## config.mk

```make
export PLATFORM = sky130hd
export DESIGN_NAME = cnt_mod_param
export DESIGN_NICKNAME = d
export VERILOG_FILES = /design/src/rtl/cnt_mod_param.sv
export SDC_FILE = /design/constraint.sdc
export NUM_CORES = 1
export LEC_CHECK = 0
export CAP_MARGIN = 0
export CORE_ASPECT_RATIO = 0.6
export CORE_UTILIZATION = 25
export DETAILED_ROUTE_END_ITERATION = 6
export PLACE_DENSITY = 0.49
export SYNTH_ARGS = -nofsm -noshare
export SYNTH_HDL_FRONTEND = slang
export SYNTH_SLANG_ARGS = --single-unit
```

## constraint.sdc

```tcl
create_clock -name clk -period 2.2 [get_ports clk]
set_input_delay 0.33 -clock clk [delete_from_list [all_inputs] [get_ports clk]]
set_output_delay 0.33 -clock clk [all_outputs]
set_load 0.03 [all_outputs]
```

## src/rtl/cnt_mod_param.sv

```systemverilog
// rtl/cnt_mod_param.sv - modulo-N up/down counter with prescaler, clear/load, wrap/saturate, tc and sticky ovf; optional capture via CNT_CAPTURE_EN
module cnt_mod_param #(
    parameter int WIDTH    = 8,
    parameter int MODULO   = 256,
    parameter int PRESCALE = 1
) (
    input  logic             clk,
    input  logic             rst,
    input  logic             en,
    input  logic             clr,
    input  logic             load,
    input  logic [WIDTH-1:0] load_val,
    input  logic             dir,
    input  logic             sat,
    input  logic             ovf_clr,
`ifdef CNT_CAPTURE_EN
    input  logic             cap,
    output logic [WIDTH-1:0] cap_val,
`endif
    output logic [WIDTH-1:0] cnt,
    output logic             tick,
    output logic             tc,
    output logic             ovf
);

    // Prescaler register is at least one bit wide even when PRESCALE is 1.
    localparam int               PW   = (PRESCALE > 1) ? $clog2(PRESCALE) : 1;
    localparam logic [PW-1:0]    PMAX = PW'(PRESCALE - 1);
    // Terminal value kept at WIDTH bits so MODULO == 2**WIDTH never overflows.
    localparam logic [WIDTH-1:0] CMAX = WIDTH'(MODULO - 1);

    if (WIDTH < 1) begin : g_bad_width
        $error("cnt_mod_param: WIDTH must be >= 1");
    end
    if (MODULO < 2 || longint'(MODULO) > (longint'(1) << WIDTH)) begin : g_bad_modulo
        $error("cnt_mod_param: MODULO must satisfy 2 <= MODULO <= 2**WIDTH");
    end
    if (PRESCALE < 1) begin : g_bad_prescale
        $error("cnt_mod_param: PRESCALE must be >= 1");
    end

    logic [WIDTH-1:0] cnt_q, cnt_d;
    logic [PW-1:0]    presc_q, presc_d;
    logic             tc_q, tc_d;
    logic             ovf_q, ovf_d;
    logic             step;

    // Step strobe: enabled clock at the end of the prescale period, masked by clear/load.
    always_comb begin
        step = en & ~clr & ~load & (presc_q == PMAX);
        tick = step & ~rst;
    end

    // Next-state: clear beats load beats step; ovf_clr is overridden by a boundary set.
    always_comb begin
        cnt_d   = cnt_q;
        presc_d = presc_q;
        tc_d    = 1'b0;
        ovf_d   = ovf_q & ~ovf_clr;
        if (clr) begin
            cnt_d   = '0;
            presc_d = '0;
        end else if (load) begin
            cnt_d   = (load_val > CMAX) ? CMAX : load_val;
            presc_d = '0;
        end else if (en) begin
            if (presc_q == PMAX) begin
                presc_d = '0;
                if (dir) begin
                    if (cnt_q != CMAX) begin
                        cnt_d = cnt_q + 1'b1;
                    end else begin
                        tc_d  = 1'b1;
                        ovf_d = 1'b1;
                        if (!sat) cnt_d = '0;
                    end
                end else begin
                    if (cnt_q != '0) begin
                        cnt_d = cnt_q - 1'b1;
                    end else begin
                        tc_d  = 1'b1;
                        ovf_d = 1'b1;
                        if (!sat) cnt_d = CMAX;
                    end
                end
            end else begin
                presc_d = presc_q + 1'b1;
            end
        end
    end

    // State registers with asynchronous reset.
    always_ff @(posedge clk or posedge rst) begin
        if (rst) begin
            cnt_q   <= '0;
            presc_q <= '0;
            tc_q    <= 1'b0;
            ovf_q   <= 1'b0;
        end else begin
            cnt_q   <= cnt_d;
            presc_q <= presc_d;
            tc_q    <= tc_d;
            ovf_q   <= ovf_d;
        end
    end

`ifdef CNT_CAPTURE_EN
    logic [WIDTH-1:0] cap_val_q;

    // Snapshot of the pre-edge count; independent of en and of any step on the same edge.
    always_ff @(posedge clk or posedge rst) begin
        if (rst) begin
            cap_val_q <= '0;
        end else if (cap) begin
            cap_val_q <= cnt_q;
        end
    end

    assign cap_val = cap_val_q;
`endif

    assign cnt = cnt_q;
    assign tc  = tc_q;
    assign ovf = ovf_q;

endmodule

```

# == Yosys cells after proc, flatten, opt, wreduce, memory -nomap -nowiden ==
# Index checks and enable logic that the tools add are counted.
# totals
latch_bits,0
register_bits,11
input_bits,16
n_memories,0
ram_bits,0
elab_cells,53
rom_bits,0
output_inout_bits,11
# op_classes
bitwise_logic,10
n_lt_le_gt_ge,1
n_eq_ne,4
mul,0
muxes,28
addsub,3
shift,0
n_div,0
n_reduce_logical,3
# ops
op,count
8-bit two-way mux,10
1-bit two-way mux,18
"5-bit by 4-bit != test with 1-bit output, second input constant",2
"8-bit by 1-bit adder with 8-bit output, second input constant",1
"8-bit > comparator, second input constant",1
"8-bit != test, second input constant",1
8-bit nonzero test,1
"8-bit by 1-bit subtractor with 8-bit output, second input constant",1
1-bit AND,5
1-bit NOT,5
4-bit AND reduction,1
"3-bit != test, second input constant",1
3-bit nonzero test,1
"1-bit adder, second input constant",1

# == Logic depth before layout (Yosys ltp) ==
# Gate-level depths: netlist of the first run.
# logic_depth
word_depth,8
ltp_mapped,7
depth_no_buf,7

# == Worst setup path before layout of the first run ==
# No wires, ideal clock.
# synth_path
path_kind,register to register
from,"reg cnt_q[1], in the netlist cnt[1]"
to,"reg cnt_q[7], in the netlist cnt[7]"
path_buffers,0
synth_period_minus_slack_ps,2227
required_time_ps,2056
stages_incl_launch_ff,7
t_arrival_ps,2083
setup_time_ps,144
path_slack_ps,-27
path_cell_list,dfrtp_1 ha_1 nand4_4 or4_4 a21bo_2 a211oi_1 a311oi_1
# synth_between
elab_chain_cells,7
word_cells_on_any_way,14
cone_classes,2 x add/sub; 3 x eq/ne; 7 x mux; 2 x reduce/logical
# synth_rtl
item,line_no,text
from (decl),42,"logic [WIDTH-1:0] cnt_q, cnt_d;"
from (signal assigned),100,cnt_q <= cnt_d;
"8-bit by 1-bit subtractor with 8-bit output, or another cell as far along",79,cnt_d = cnt_q - 1'b1;
8-bit two-way mux (on tied branches),"78, 70",
8-bit two-way mux,69,if (dir) begin
8-bit two-way mux,67,if (presc_q == PMAX) begin
8-bit two-way mux,66,end else if (en) begin
8-bit two-way mux,63,end else if (load) begin
8-bit two-way mux,60,if (clr) begin
# Parallel ways exist; a longest one is shown, timed or not. The select of a mux whose other input is x is not followed.
# A chain may end at the register's enable or synchronous reset.

# == Worst setup path after layout of the first run ==
# layout_path
from,"reg cnt_q[3], in the netlist cnt[3]"
to,out cnt[3]
# layout_lines
item,line_no,text
to (decl),20,"output logic [WIDTH-1:0] cnt,"
# No word-level cell between the ends.

==> results.txt, run 1 <==
* Net Sw Frac: 0.371
- VDD sags by at most 0.000304 V.
* Ratio of final minimum period to clock period: 0.943
- Crit path kind: reg2out
* Most common cell after layout, fill and taps aside: sky130_fd_sc_hd__clkdlybuf4s50_1
* Rel. slew slack: 0.691
- Floorplan die width: 83.6 um
- CTS built an H-tree with a depth of 1.
- Routability-driven placement finished with a final weighted congestion of 0.891.
- The first detailed-routing pass ran for 4 iterations.
* All-layer global routing usage: 0.162
- R2R setup slack: 0.14 ns
* Final routed wirelength across all metal layers: 3340 um
- The tree is rooted in a sky130_fd_sc_hd__clkbuf_8.
- Compared with the post-synthesis result, the final layout area differs by 45.1%.
- Fraction of power consumed by combinational cells: 0.440
- Depth of the worst register-to-register path: 8
* Placement row count: 17
* Iteration-0 DRC count of the detailed router: 142
- Commonest non-fill, non-tap cells in the layout: 25 x sky130_fd_sc_hd__clkdlybuf4s50_1, 18 x sky130_fd_sc_hd__buf_4, 11 x sky130_fd_sc_hd__inv_1, 11 x sky130_fd_sc_hd__nand2_1, 9 x sky130_fd_sc_hd__nor2_1
- Final standard cell area without fillers: 0.00145 mm2
- After technology mapping, the gate count stands at 122.
- Final setup violating endpoints: 0
- Of the total synthesized cell area, the portion taken by full adders, half adders and majority gates is 0.0375.
- The worst setup path is launched from a flip-flop.
* Mux cell area share after synthesis: 0.0438
- Clock tree from TritonCTS: yes
- Clock-pin slew on the worst setup and hold paths: 0.05 ns
- Post-synthesis register bit count: 10
- Setup repair after global routing left no endpoint under its margin.
* I/O pin count: 27
* Worst Hold Class: in2async
- STA classifies the critical path endpoint as an output pin.
- First-pass GRT wire length: 5220 um
- HPWL after DPL: 2680 um
* Net switching power of the design: 291 uW
- Drt wl/cell: 16.0 um
- In the routed layout, each cell is associated on average with a via count of 5.38.
- Largest net degree at the start of global routing: 16
- Worst-path fanout max: 9
- Outcome: completed
- Max-Cap Viols: 0
* Number of distinct library cells after synthesis: 46
- Sequential group share of total power: 0.303
- Peak Freq: 482 MHz
- Setup TNS: 0 ns
* Number of nets produced by synthesis: 141
* Share of post-route cells with drive strength above 1: 0.211
* Deepest clock path buffer count: 2
- Yosys printed 0 warnings.
- The mapped netlist covers 1000 um2.
* Most area-hungry cell type in the Yosys netlist: sky130_fd_sc_hd__dfrtp_1
* Fin crit period: 2.08 ns
* Number of global-route vias before repair: 1017
- The startpoint identified for the worst register-to-register timing path is cnt[1].
* Simple-gate share of the synthesized area: 0.232
- Synthesized area per cell: 8.19 um2
* Total clock sinks: 10
- Of the total power, the clock network draws 0.257.
- Of the total synthesized cell area, the portion taken by XOR and XNOR cells is 0.0350.
* Number of inserted diodes: 0
* Top-area cell type share of the netlist area: 0.250
- Clock buffers created by TritonCTS: 3
* Total cell area at the placement stage: 0.00141 mm2
- Internal power component: 494 uW
- In this run the power density over the cells is 542 mW/mm2.
- The post-synthesis compound-gate area fraction was 0.319.
- In the final design database the tool counted 181 nets.
- CTS hold repair buffers: 0
* Clk_lat worst skew: 0.24 ns
* PortBufs: 26
- The endpoint identified for the worst register-to-register timing path is cnt[6].
- Setup Fix Bufs, Post-CTS: 0
* Largest family of logic cells by synthesized area: compound AO/OA/AOI/OAI gates
- Static Leak: 0.604 nW
* Register area share after synthesis: 0.250
* Core area: 0.00374 mm2
- The die is 51.0 um tall.
- For the final database, setup skew stands at 0.00356 ns.
- The max-slew violation count is 0.
- In this run the remaining antenna-violating nets after routing total 0.
- In the routed design, unresolved DRC markers number 0.
- Effective utilization at floorplan: 0.267
- The initial antenna violation count is 0.
- Post_cts resized: 0
- Data on the critical path is required at its endpoint by 1.87 ns.
- Final hold viol count: 0
* Slew at the pin with the worst max-slew slack: 0.452 ns
* Die area: 0.00426 mm2
* Worst endpoint data arrival time: 1.75 ns
- Detailed routing inserted a total of 1118 vias.
- Cell types with the largest area share after synthesis: sky130_fd_sc_hd__dfrtp_1 25%, sky130_fd_sc_hd__inv_1 4.1%, sky130_fd_sc_hd__nand2_1 4.1%, sky130_fd_sc_hd__a211oi_1 3.8%, sky130_fd_sc_hd__ha_1 3.8%
- Final global-route overflow total: 0
[worst max-delay path, cell delays in order, from the launching register on]
cell and delay [ns]:
sky130_fd_sc_hd__dfrtp_1 0.62, sky130_fd_sc_hd__buf_4 0.22, sky130_fd_sc_hd__clkdlybuf4s50_1 0.67
[worst max-delay path by stage]
stage	start	to	slack [ns]	cells after the start
2_1_floorplan	cnt[1]	cnt[7]	0.11	6
3_3_place_gp	dir	cnt[6]	0.05	6
3_5_place_dp	dir	cnt[6]	0.07	6
4_1_cts	cnt[3]	cnt[3]	0.12	2
5_1_grt	cnt[1]	cnt[6]	0.007	8
6_report	cnt[3]	cnt[3]	0.12	2
[flip-flops by register name, indices dropped and copies added (netlist names)]
signal and cells:
tc 1, cnt 8, ovf 1
[final cells by class]
cell class	count	area, um2
well taps	47	58.8
fillers	389	2290
repair buffers	43	385
inverters	11	41.3
flip-flops and latches	10	253
multi-input cells	93	667
clock buffers	4	45.0
[Yosys cell counts, drive strengths merged]
cell type,n
mux2,3
a221o,1
nor4,1
or2,1
a311oi,2
mux2i,1
a21o,2
a21bo,1
a21oi,6
nand2,12
clkbuf,4
nor2,9
nand4,2
a211o,3
o41ai,1
buf,4
o21ai,4
inv,11
or3,1
a311o,1
nor3,4
o211ai,2
a2111oi,1
nor3b,1
xor2,2
xnor2,2
nand3,3
a22o,1
a32o,1
a31oi,5
a221oi,1
nor4b,3
a211oi,5
ha,3
o31ai,2
nor2b,1
o22ai,1
or4,2
a22oi,2
dfrtp,10
[stage by stage]
| stage | hold slack (ns) | power [mW] | worst slack (ns) | instances | utilization |
|---|---|---|---|---|---|
| after detailed placement | 0.465 | 0.582 | 0.0736 | 204 | 0.375 |
| after CTS | 0.419 | 0.790 | 0.122 | 208 | 0.387 |
| after global placement | 0.458 | 0.584 | 0.0550 | 204 | 0.375 |
| after floorplan | 0.170 | 0.437 | 0.109 | 122 | - |
| after global routing | 0.498 | 0.827 | 0.00748 | 208 | 0.387 |
| final | 0.412 | 0.785 | 0.125 | 208 | 0.387 |
[routing by layer]
| metal | vias to the layer above | wire length (um) | GRT usage | part of all wire |
|---|---|---|---|---|
| met3 | 2 | 295 | 0.0582 | 0.088 |
| met5 | - | 0 | 0 | 0 |
| li1 | 540 | - | - | - |
| met4 | 0 | 3 | 0.0169 | 0.00090 |
| met1 | 516 | 1800 | 0.245 | 0.54 |
| met2 | 60 | 1240 | 0.222 | 0.37 |
[power groups by stage]
stage                     logic, mW  registers, mW  clock network (mW)
after global routing          0.372          0.241               0.214
after global placement        0.344          0.240                   0
after CTS                     0.344          0.237               0.209
after floorplan               0.177          0.260                   0
after detailed placement      0.342          0.240                   0
final                         0.346          0.238               0.202
[kinds of logic (layout without fill, tap and decap cells)]
logic type               after synthesis  after routing
AO/OA/AOI/OAI                         42             42
flip-flops                            10             10
buffers and inverters                 19             58
AND/OR/NAND/NOR                       40             40
XOR/XNOR                               4              4
multiplexers                           4              4
adder cells (fa/ha/maj)                3              3
Power figures use the tool's default switching activity.
==> inputs of run 2 (changes only) <==
- GPL_ROUTABILITY_DRIVEN: unset -> 0
==> results of run 2 <==
The final DEF is identical to that of run 1; final timing and power are the same.
